`src/rtl/alu_pkg.sv`:
```
// Shared opcode constants and control-FSM state encoding for the multicycle ALU.
package alu_pkg;

   localparam int unsigned OP_W = 4;

   localparam logic [OP_W-1:0] OP_AND  = 4'b0000;
   localparam logic [OP_W-1:0] OP_OR   = 4'b0001;
   localparam logic [OP_W-1:0] OP_ADD  = 4'b0010;
   localparam logic [OP_W-1:0] OP_SLL  = 4'b0100;
   localparam logic [OP_W-1:0] OP_SRL  = 4'b0101;
   localparam logic [OP_W-1:0] OP_SUB  = 4'b0110;
   localparam logic [OP_W-1:0] OP_SLT  = 4'b0111;
   localparam logic [OP_W-1:0] OP_SRA  = 4'b1000;
   localparam logic [OP_W-1:0] OP_SLTU = 4'b1001;
   localparam logic [OP_W-1:0] OP_MUL  = 4'b1010;
   localparam logic [OP_W-1:0] OP_XOR  = 4'b1011;
   localparam logic [OP_W-1:0] OP_NOR  = 4'b1100;

   typedef enum logic [1:0] {
      S_IDLE = 2'd0,
      S_MUL  = 2'd1,
      S_DONE = 2'd2
   } state_t;

endpackage

```
`src/rtl/alu_mul_iter.sv`:
```
// Iterative shift-add multiplier: one partial product per cycle for WIDTH cycles, low WIDTH bits kept.
module alu_mul_iter
   import alu_pkg::*;
#(
   parameter int unsigned WIDTH = 32
) (
   input  logic             clk,
   input  logic             rst_n,
   input  logic             start,
   input  logic [WIDTH-1:0] a,
   input  logic [WIDTH-1:0] b,
   output logic             done,
   output logic [WIDTH-1:0] product
);

   localparam int unsigned CNT_W = $clog2(WIDTH);

   logic [WIDTH-1:0] mcand;
   logic [WIDTH-1:0] mplier;
   logic [CNT_W-1:0] cnt;
   logic             busy;

   always_ff @(posedge clk or negedge rst_n) begin
      if (!rst_n) begin
         mcand   <= '0;
         mplier  <= '0;
         product <= '0;
         cnt     <= '0;
         busy    <= 1'b0;
         done    <= 1'b0;
      end else begin
         done <= 1'b0;
         if (start) begin
            mcand   <= a;
            mplier  <= b;
            product <= '0;
            cnt     <= '0;
            busy    <= 1'b1;
         end else if (busy) begin
            if (mplier[0]) product <= product + mcand;
            mcand  <= mcand << 1;
            mplier <= mplier >> 1;
            cnt    <= cnt + CNT_W'(1);
            // Last of WIDTH iterations: flag completion one cycle later
            if (cnt == CNT_W'(WIDTH - 1)) begin
               busy <= 1'b0;
               done <= 1'b1;
            end
         end
      end
   end

endmodule

```
`src/rtl/alu_multicycle.sv`:
```
// Valid/ready ALU: single-cycle logic/arith/shift ops, optional iterative multiply via control FSM.
module alu_multicycle
   import alu_pkg::*;
#(
   parameter int unsigned WIDTH   = 32,
   parameter int unsigned MUL_EN  = 1,
   parameter int unsigned SHAMT_W = $clog2(WIDTH)
) (
   input  logic               clk,
   input  logic               rst_n,
   input  logic               in_valid,
   output logic               in_ready,
   input  logic [OP_W-1:0]    op,
   input  logic [WIDTH-1:0]   a,
   input  logic [WIDTH-1:0]   b,
   input  logic [SHAMT_W-1:0] shamt,
   output logic               out_valid,
   input  logic               out_ready,
   output logic [WIDTH-1:0]   result,
   output logic               zero,
   output logic               ovf
);

   state_t           state;
   logic             accept;
   logic             is_mul;
   logic             mul_done;
   logic [WIDTH-1:0] mul_product;
   logic [WIDTH-1:0] alu_res;
   logic             alu_ovf;
   logic [WIDTH-1:0] sum;
   logic [WIDTH-1:0] diff;

   assign in_ready = (state == S_IDLE) && (!out_valid || out_ready);
   assign accept   = in_valid && in_ready;
   assign is_mul   = (MUL_EN != 0) && (op == OP_MUL);
   assign sum      = a + b;
   assign diff     = a - b;

   // Single-cycle datapath; undefined opcodes (and MUL without a multiplier) yield 0
   always_comb begin
      alu_res = '0;
      alu_ovf = 1'b0;
      case (op)
         OP_AND:  alu_res = a & b;
         OP_OR:   alu_res = a | b;
         OP_XOR:  alu_res = a ^ b;
         OP_NOR:  alu_res = ~(a | b);
         OP_ADD: begin
            alu_res = sum;
            alu_ovf = (a[WIDTH-1] == b[WIDTH-1]) && (sum[WIDTH-1] != a[WIDTH-1]);
         end
         OP_SUB: begin
            alu_res = diff;
            alu_ovf = (a[WIDTH-1] != b[WIDTH-1]) && (diff[WIDTH-1] != a[WIDTH-1]);
         end
         OP_SLT:  alu_res = WIDTH'($signed(a) < $signed(b));
         OP_SLTU: alu_res = WIDTH'(a < b);
         OP_SLL:  alu_res = a << shamt;
         OP_SRL:  alu_res = a >> shamt;
         OP_SRA:  alu_res = WIDTH'($signed(a) >>> shamt);
         default: alu_res = '0;
      endcase
   end

   generate
      if (MUL_EN != 0) begin : g_mul
         alu_mul_iter #(.WIDTH(WIDTH)) u_mul (
            .clk     (clk),
            .rst_n   (rst_n),
            .start   (accept && is_mul),
            .a       (a),
            .b       (b),
            .done    (mul_done),
            .product (mul_product)
         );
      end else begin : g_no_mul
         assign mul_done    = 1'b0;
         assign mul_product = '0;
      end
   endgenerate

   // Control FSM with registered result/flags/valid
   always_ff @(posedge clk or negedge rst_n) begin
      if (!rst_n) begin
         state     <= S_IDLE;
         out_valid <= 1'b0;
         result    <= '0;
         zero      <= 1'b0;
         ovf       <= 1'b0;
      end else begin
         if (out_valid && out_ready) out_valid <= 1'b0;
         case (state)
            S_IDLE: begin
               if (accept) begin
                  if (is_mul) begin
                     state <= S_MUL;
                  end else begin
                     result    <= alu_res;
                     zero      <= (alu_res == '0);
                     ovf       <= alu_ovf;
                     out_valid <= 1'b1;
                  end
               end
            end
            S_MUL: begin
               if (mul_done) begin
                  result    <= mul_product;
                  zero      <= (mul_product == '0);
                  ovf       <= 1'b0;
                  out_valid <= 1'b1;
                  state     <= S_DONE;
               end
            end
            S_DONE: begin
               if (out_valid && out_ready) state <= S_IDLE;
            end
            default: state <= S_IDLE;
         endcase
      end
   end

endmodule

```
`config.mk`:
```
export PLATFORM = sky130hd
export DESIGN_NAME = alu_multicycle
export DESIGN_NICKNAME = d
export VERILOG_FILES = /design/src/rtl/alu_pkg.sv /design/src/rtl/alu_mul_iter.sv /design/src/rtl/alu_multicycle.sv
export SDC_FILE = /design/constraint.sdc
export NUM_CORES = 1
export LEC_CHECK = 0
export ABC_AREA = 0
export CAP_MARGIN = 25
export CORE_MARGIN = 1.5
export CORE_UTILIZATION = 65
export CTS_BUF_LIST = sky130_fd_sc_hd__clkbuf_4 sky130_fd_sc_hd__clkbuf_8
export CTS_CLUSTER_SIZE = 14
export DETAILED_ROUTE_END_ITERATION = 12
export HOLD_SLACK_MARGIN = 0.02
export PLACE_DENSITY = 0.95
export SLEW_MARGIN = 10
export SYNTH_ARGS = -nofsm -noshare
export SYNTH_HDL_FRONTEND = slang
export SYNTH_SLANG_ARGS = --single-unit
```
`constraint.sdc`:
```
create_clock -name clk -period 5.3 [get_ports clk]
set_input_delay 1.06 -clock clk [delete_from_list [all_inputs] [get_ports clk]]
set_output_delay 1.06 -clock clk [all_outputs]
set_load 0.1 [all_outputs]
```
==> flow_summary.json, run 1 <==
{
  "error": "[ERROR GRT-0116] Global routing finished with congestion. Check the congestion regions in the DRC Viewer.",
  "synth.top_cell.area_share_pct": 19.8,
  "async_reset_ff_share_pct": 100,
  "synth_compound_area_share_pct": 28.0,
  "synth_warnings": 0,
  "synth_fa_ha_area_share_pct": 9.68,
  "synthFlopType": "dfrtp_1",
  "synth_xor_area_share_pct": 1.73,
  "ys_seq_elements": 140,
  "ys_seq_area_share_pct": 19.8,
  "grt_overflow_total": 5,
  "dpl.hpwl_microns": 57200,
  "yosysUniqueCellTypes": 87,
  "die_w_microns": 168,
  "ioPinCount": 113,
  "clkSinkCount": 140,
  "place_congestion": 1.45,
  "dieHeight_microns": 168,
  "synthSimpleGateAreaFrac_pct": 18.1,
  "synthesis.area_sq_um": 17700,
  "synth-edff-count": 0,
  "rows": 60,
  "grt_pass1_wl_microns": 146000,
  "io_buffers": 112,
  "synth_top_family_by_area": "compound AO/OA/AOI/OAI gates",
  "cts_setup_buffers": 0,
  "initial_core_util_pct": 66.0,
  "synth_area_per_cell_sq_um": 7.90,
  "syn_nets": 2452,
  "haltStage": "5_1_grt",
  "status": "aborted with a tool error",
  "cts_made_buffers": 17,
  "grt_max_degree": 69,
  "post_dp_cell_area_sq_um": 20400,
  "synthCells": 2240,
  "track_usage_pct": 68.6,
  "cts_resized": 0,
  "cts_root_buf": "clkbuf_8",
  "synth.area.mux_share_pct": 15.9,
  "grt_pass1_vias": 24400,
  "synth.area.top_cells": "dfrtp_1, ha_1, mux4_2, mux2i_1, o21ai_0",
  "postCtsHoldBufs": 0,
  "yosysTopAreaCell": "dfrtp_1",
  "clk_path_buf_depth": 2,
  "htree_levels": 4
}
-- stage by stage --
stage | setup WS [ps] | cells | TNS, ps
after CTS | 187 | 2779 | 0
after detailed placement | -213 | 2747 | -213
after global placement | -113 | 2745 | -113
after floorplan | 629 | 2240 | 0
-- Yosys cell counts, drive strengths merged, types with 20 or more instances --
cell type / count
a211oi: 54
a21o: 31
a21oi: 161
a22oi: 20
buf: 41
clkbuf: 143
dfrtp: 140
ha: 132
inv: 113
mux2: 28
mux2i: 122
mux4: 57
nand2: 215
nand2b: 27
nand3: 36
nor2: 211
nor2b: 22
nor3: 50
nor4: 25
o211ai: 33
o21ai: 182
o22ai: 28
o31ai: 22
xnor2: 23
-- kinds of logic after synthesis --
group	Yosys count
xor+xnor	35
fa+ha+maj	135
buf+inv	297
compound gates	743
flops	140
simple gates	683
mux	207
-- per-layer routing --
metal | GRT usage (%) | overflow
met1 | 66.5 | 0
met2 | 83.2 | 1
met3 | 58.9 | 1
met4 | 63.8 | 3
met5 | 44.3 | 0
==> run 2: changes to the inputs <==
--- a/config.mk
+++ b/config.mk
@@ -8,12 +8,9 @@
 export ABC_AREA = 0
 export CAP_MARGIN = 25
 export CORE_MARGIN = 1.5
-export CORE_UTILIZATION = 65
-export CTS_BUF_LIST = sky130_fd_sc_hd__clkbuf_4 sky130_fd_sc_hd__clkbuf_8
-export CTS_CLUSTER_SIZE = 14
+export CORE_UTILIZATION = 40
 export DETAILED_ROUTE_END_ITERATION = 12
-export HOLD_SLACK_MARGIN = 0.02
-export PLACE_DENSITY = 0.95
+export PLACE_DENSITY_LB_ADDON = 0.15
 export SLEW_MARGIN = 10
 export SYNTH_ARGS = -nofsm -noshare
 export SYNTH_HDL_FRONTEND = slang
==> run 2 against run 1 <==
Net effect: the flow now finishes without violations; synthesized cell count is the same; synthesized area did not move.
==> flow_summary.json, run 2 <==
{
  "status": "finished, final reports clean",
  "htree_levels": 4,
  "synthCells": 2240,
  "cts_made_buffers": 17,
  "die_area_sq_um": 45500,
  "syn_nets": 2452,
  "yosysUniqueCellTypes": 87,
  "slowest_stage": "clkdlybuf4s50_1",
  "period_share_pct": 99.0,
  "grt_pass1_vias": 20100,
  "cp_max_fo": 5,
  "max-cap-violations": 0,
  "rsz0062_at_grt": "false",
  "postCtsHoldBufs": 0,
  "synthesis.area_sq_um": 17700,
  "drt_wl_total_microns": 91500,
  "critPathRequiredTime_ps": 5710,
  "r2r_setup_slack_ps": 980,
  "async_reset_ff_share_pct": 100,
  "cts_setup_buffers": 0,
  "dpl.hpwl_microns": 74000,
  "vias": 20900,
  "finalSetupViolCount": 0,
  "via_per_inst": 6.29,
  "drive_gt1_share_pct": 26.3,
  "clk_latency_ps": 500,
  "setup.worst_path.start_class": "input port",
  "antenna_found_initial": 1,
  "ys_top_cells_by_count": "nand2_1, nor2_1, o21ai_0",
  "critPathMaxStageDelay_ps": 650,
  "swShare_pct": 51.3,
  "worstPathCellList": "clkdlybuf4s50_1 -> buf_4 -> mux4_2 -> mux2_2 -> a22oi_2 -> o221ai_1 -> or3_1 -> a211o_1 -> or4_1 -> nor4_2 -> nand4_1 -> nor4_2 -> buf_4 -> nand4_1 -> o31ai_2",
  "grt_pass1_wl_microns": 133000,
  "place_congestion": 1.07,
  "firstDrtPassIters": 6,
  "drc": 0,
  "ant_nets": 0,
  "hold_viol": 0,
  "pwr-share-seq_pct": 23.9,
  "fin_skew_ps": 24.5,
  "p_per_area_nw_per_um2": 371,
  "finalMaxSlewViolations": 0,
  "rows": 76,
  "grt_max_degree": 119,
  "vdd_drop_max_uv": 453,
  "ys_seq_elements": 140,
  "dieHeight_microns": 213,
  "synth.area.top_cells": "dfrtp_1, ha_1, mux4_2, mux2i_1, o21ai_0",
  "synth-edff-count": 0,
  "r2r-start": "g_mul.u_mul.mcand[0]",
  "reg2reg_to": "g_mul.u_mul.product[30]",
  "nNetsFinal": 2940,
  "clk_path_buf_depth": 2,
  "synthFlopType": "dfrtp_1",
  "fillers": 4204,
  "ioPinCount": 113,
  "core_sq_um": 43400,
  "clkSinkCount": 140,
  "initial_core_util_pct": 40.8,
  "path_class": "input port to flop",
  "min_path_type": "input port to asynchronous set/reset pin",
  "track_usage_pct": 40.4,
  "cp.arrival_ps": 5660,
  "synth_most_common_cell": "nand2_1",
  "layoutNonFillerInstCount": 3326,
  "syn_to_final_growth_pct": 35.0,
  "synth_warnings": 0,
  "synth.top_cell.area_share_pct": 19.8,
  "antenna-diode-count": 0,
  "fin_util_pct": 55.0,
  "internal-power_uw": 4310,
  "yosysTopAreaCell": "dfrtp_1",
  "place_inst": 3293,
  "path_clk_slew_ps": 80,
  "max_slew.worst_pin.slew_ps": 1160,
  "die_w_microns": 213,
  "cts_tree": "done",
  "drtIter0Drc": 2375,
  "ys_seq_area_share_pct": 19.8,
  "fmax_ghz": 0.191,
  "grt_overflow_total": 0,
  "layout_common_cells": "buf_4, nand2_1, nor2_1",
  "wl_per_cell_microns": 27.5,
  "fin_crit_ps": 5250,
  "power.clock.fraction_pct": 14.6,
  "io_buffers": 112,
  "leakage_uw": 0.0108,
  "end_kind": "flop",
  "pwr-share-comb_pct": 61.5,
  "reg2regPathDepth": 14,
  "relSlewSlack_pct": 21.8,
  "synth_area_per_cell_sq_um": 7.90,
  "power.switching_uw": 4540,
  "final_common_cell": "buf_4",
  "cts_root_buf": "clkbuf_16"
}
[run 2: through the flow]
step | setup WS (ps) | area [sq um] | total power, uW | TNS, ps | hold slack, ps
2_1_floorplan | 629 | 17700 | 5500 | 0 | 469
3_3_place_gp | -395 | 23200 | 7320 | -406 | 461
3_5_place_dp | -447 | 23200 | 7440 | -585 | 467
4_1_cts | 85.2 | 23800 | 8760 | 0 | 415
5_1_grt | 7.93 | 23900 | 9320 | 0 | 442
6_report | 52.3 | 23900 | 8850 | 0 | 438
[run 2: cell type report]
cell class                      count  area, sq um  area share (%)
Timing Repair Buffer              653         5530            23.2
Multi-Input combinational cell   1803        13100            54.8
Clock inverter                     14          154           0.645
Inverter                          113          424            1.78
Clock buffer                       18          439            1.84
Tap cell                          585          732            3.07
Sequential cell                   140         3510            14.7
[run 2: worst max-delay path, delay by kind of cell]
kind                   cells  cell delay [ps]
AND/OR/NAND/NOR            6             1800
buffers and inverters      3             1070
AO/OA/AOI/OAI              4              920
multiplexers               2              800
[run 2: power groups by stage]
stage,clock [uW],sequential (uW),combinational [uW]
finish,1290,2120,5440
global route,1350,2150,5820
CTS,1320,2090,5350
detailed placement,0,2110,5330
global placement,0,2100,5230
floorplan,0,2590,2910
[run 2: worst max-delay path by stage]
| stage | start | to | slack [ps] | depth (start not counted) |
|---|---|---|---|---|
| floorplan | a[3] | zero | 630 | 16 |
| global placement | a[0] | zero | -400 | 18 |
| detailed placement | a[0] | zero | -450 | 18 |
| CTS | a[0] | zero | 90 | 18 |
| global route | a[14] | zero | 8 | 15 |
| finish | a[14] | zero | 50 | 15 |
[run 2: routing by layer]
metal  share of wire (%)  global-route usage, %  up-vias  wire (microns)
met4                 4.8                   17.5        0            4370
met2                  44                   62.5     1136           40100
met1                  43                   55.2    10200           39200
met5                   0                      0        -               0
met3                 8.5                   6.96      211            7790
li1                    -                      -     9351               -
[run 2: cells by family after synthesis]
kind of cell	Yosys count	share of synthesized area, %
buf+inv	297	6.73
mux	207	15.9
xor+xnor	35	1.73
compound gates	743	28.0
simple gates	683	18.1
fa+ha+maj	135	9.68
flops	140	19.8
[run 2: timing repair]
action,CTS,global route
resized for setup,0,16
hold endpoints to repair,0,0
endpoints found under the setup margin,0,1
Power figures use the tool's default switching activity.
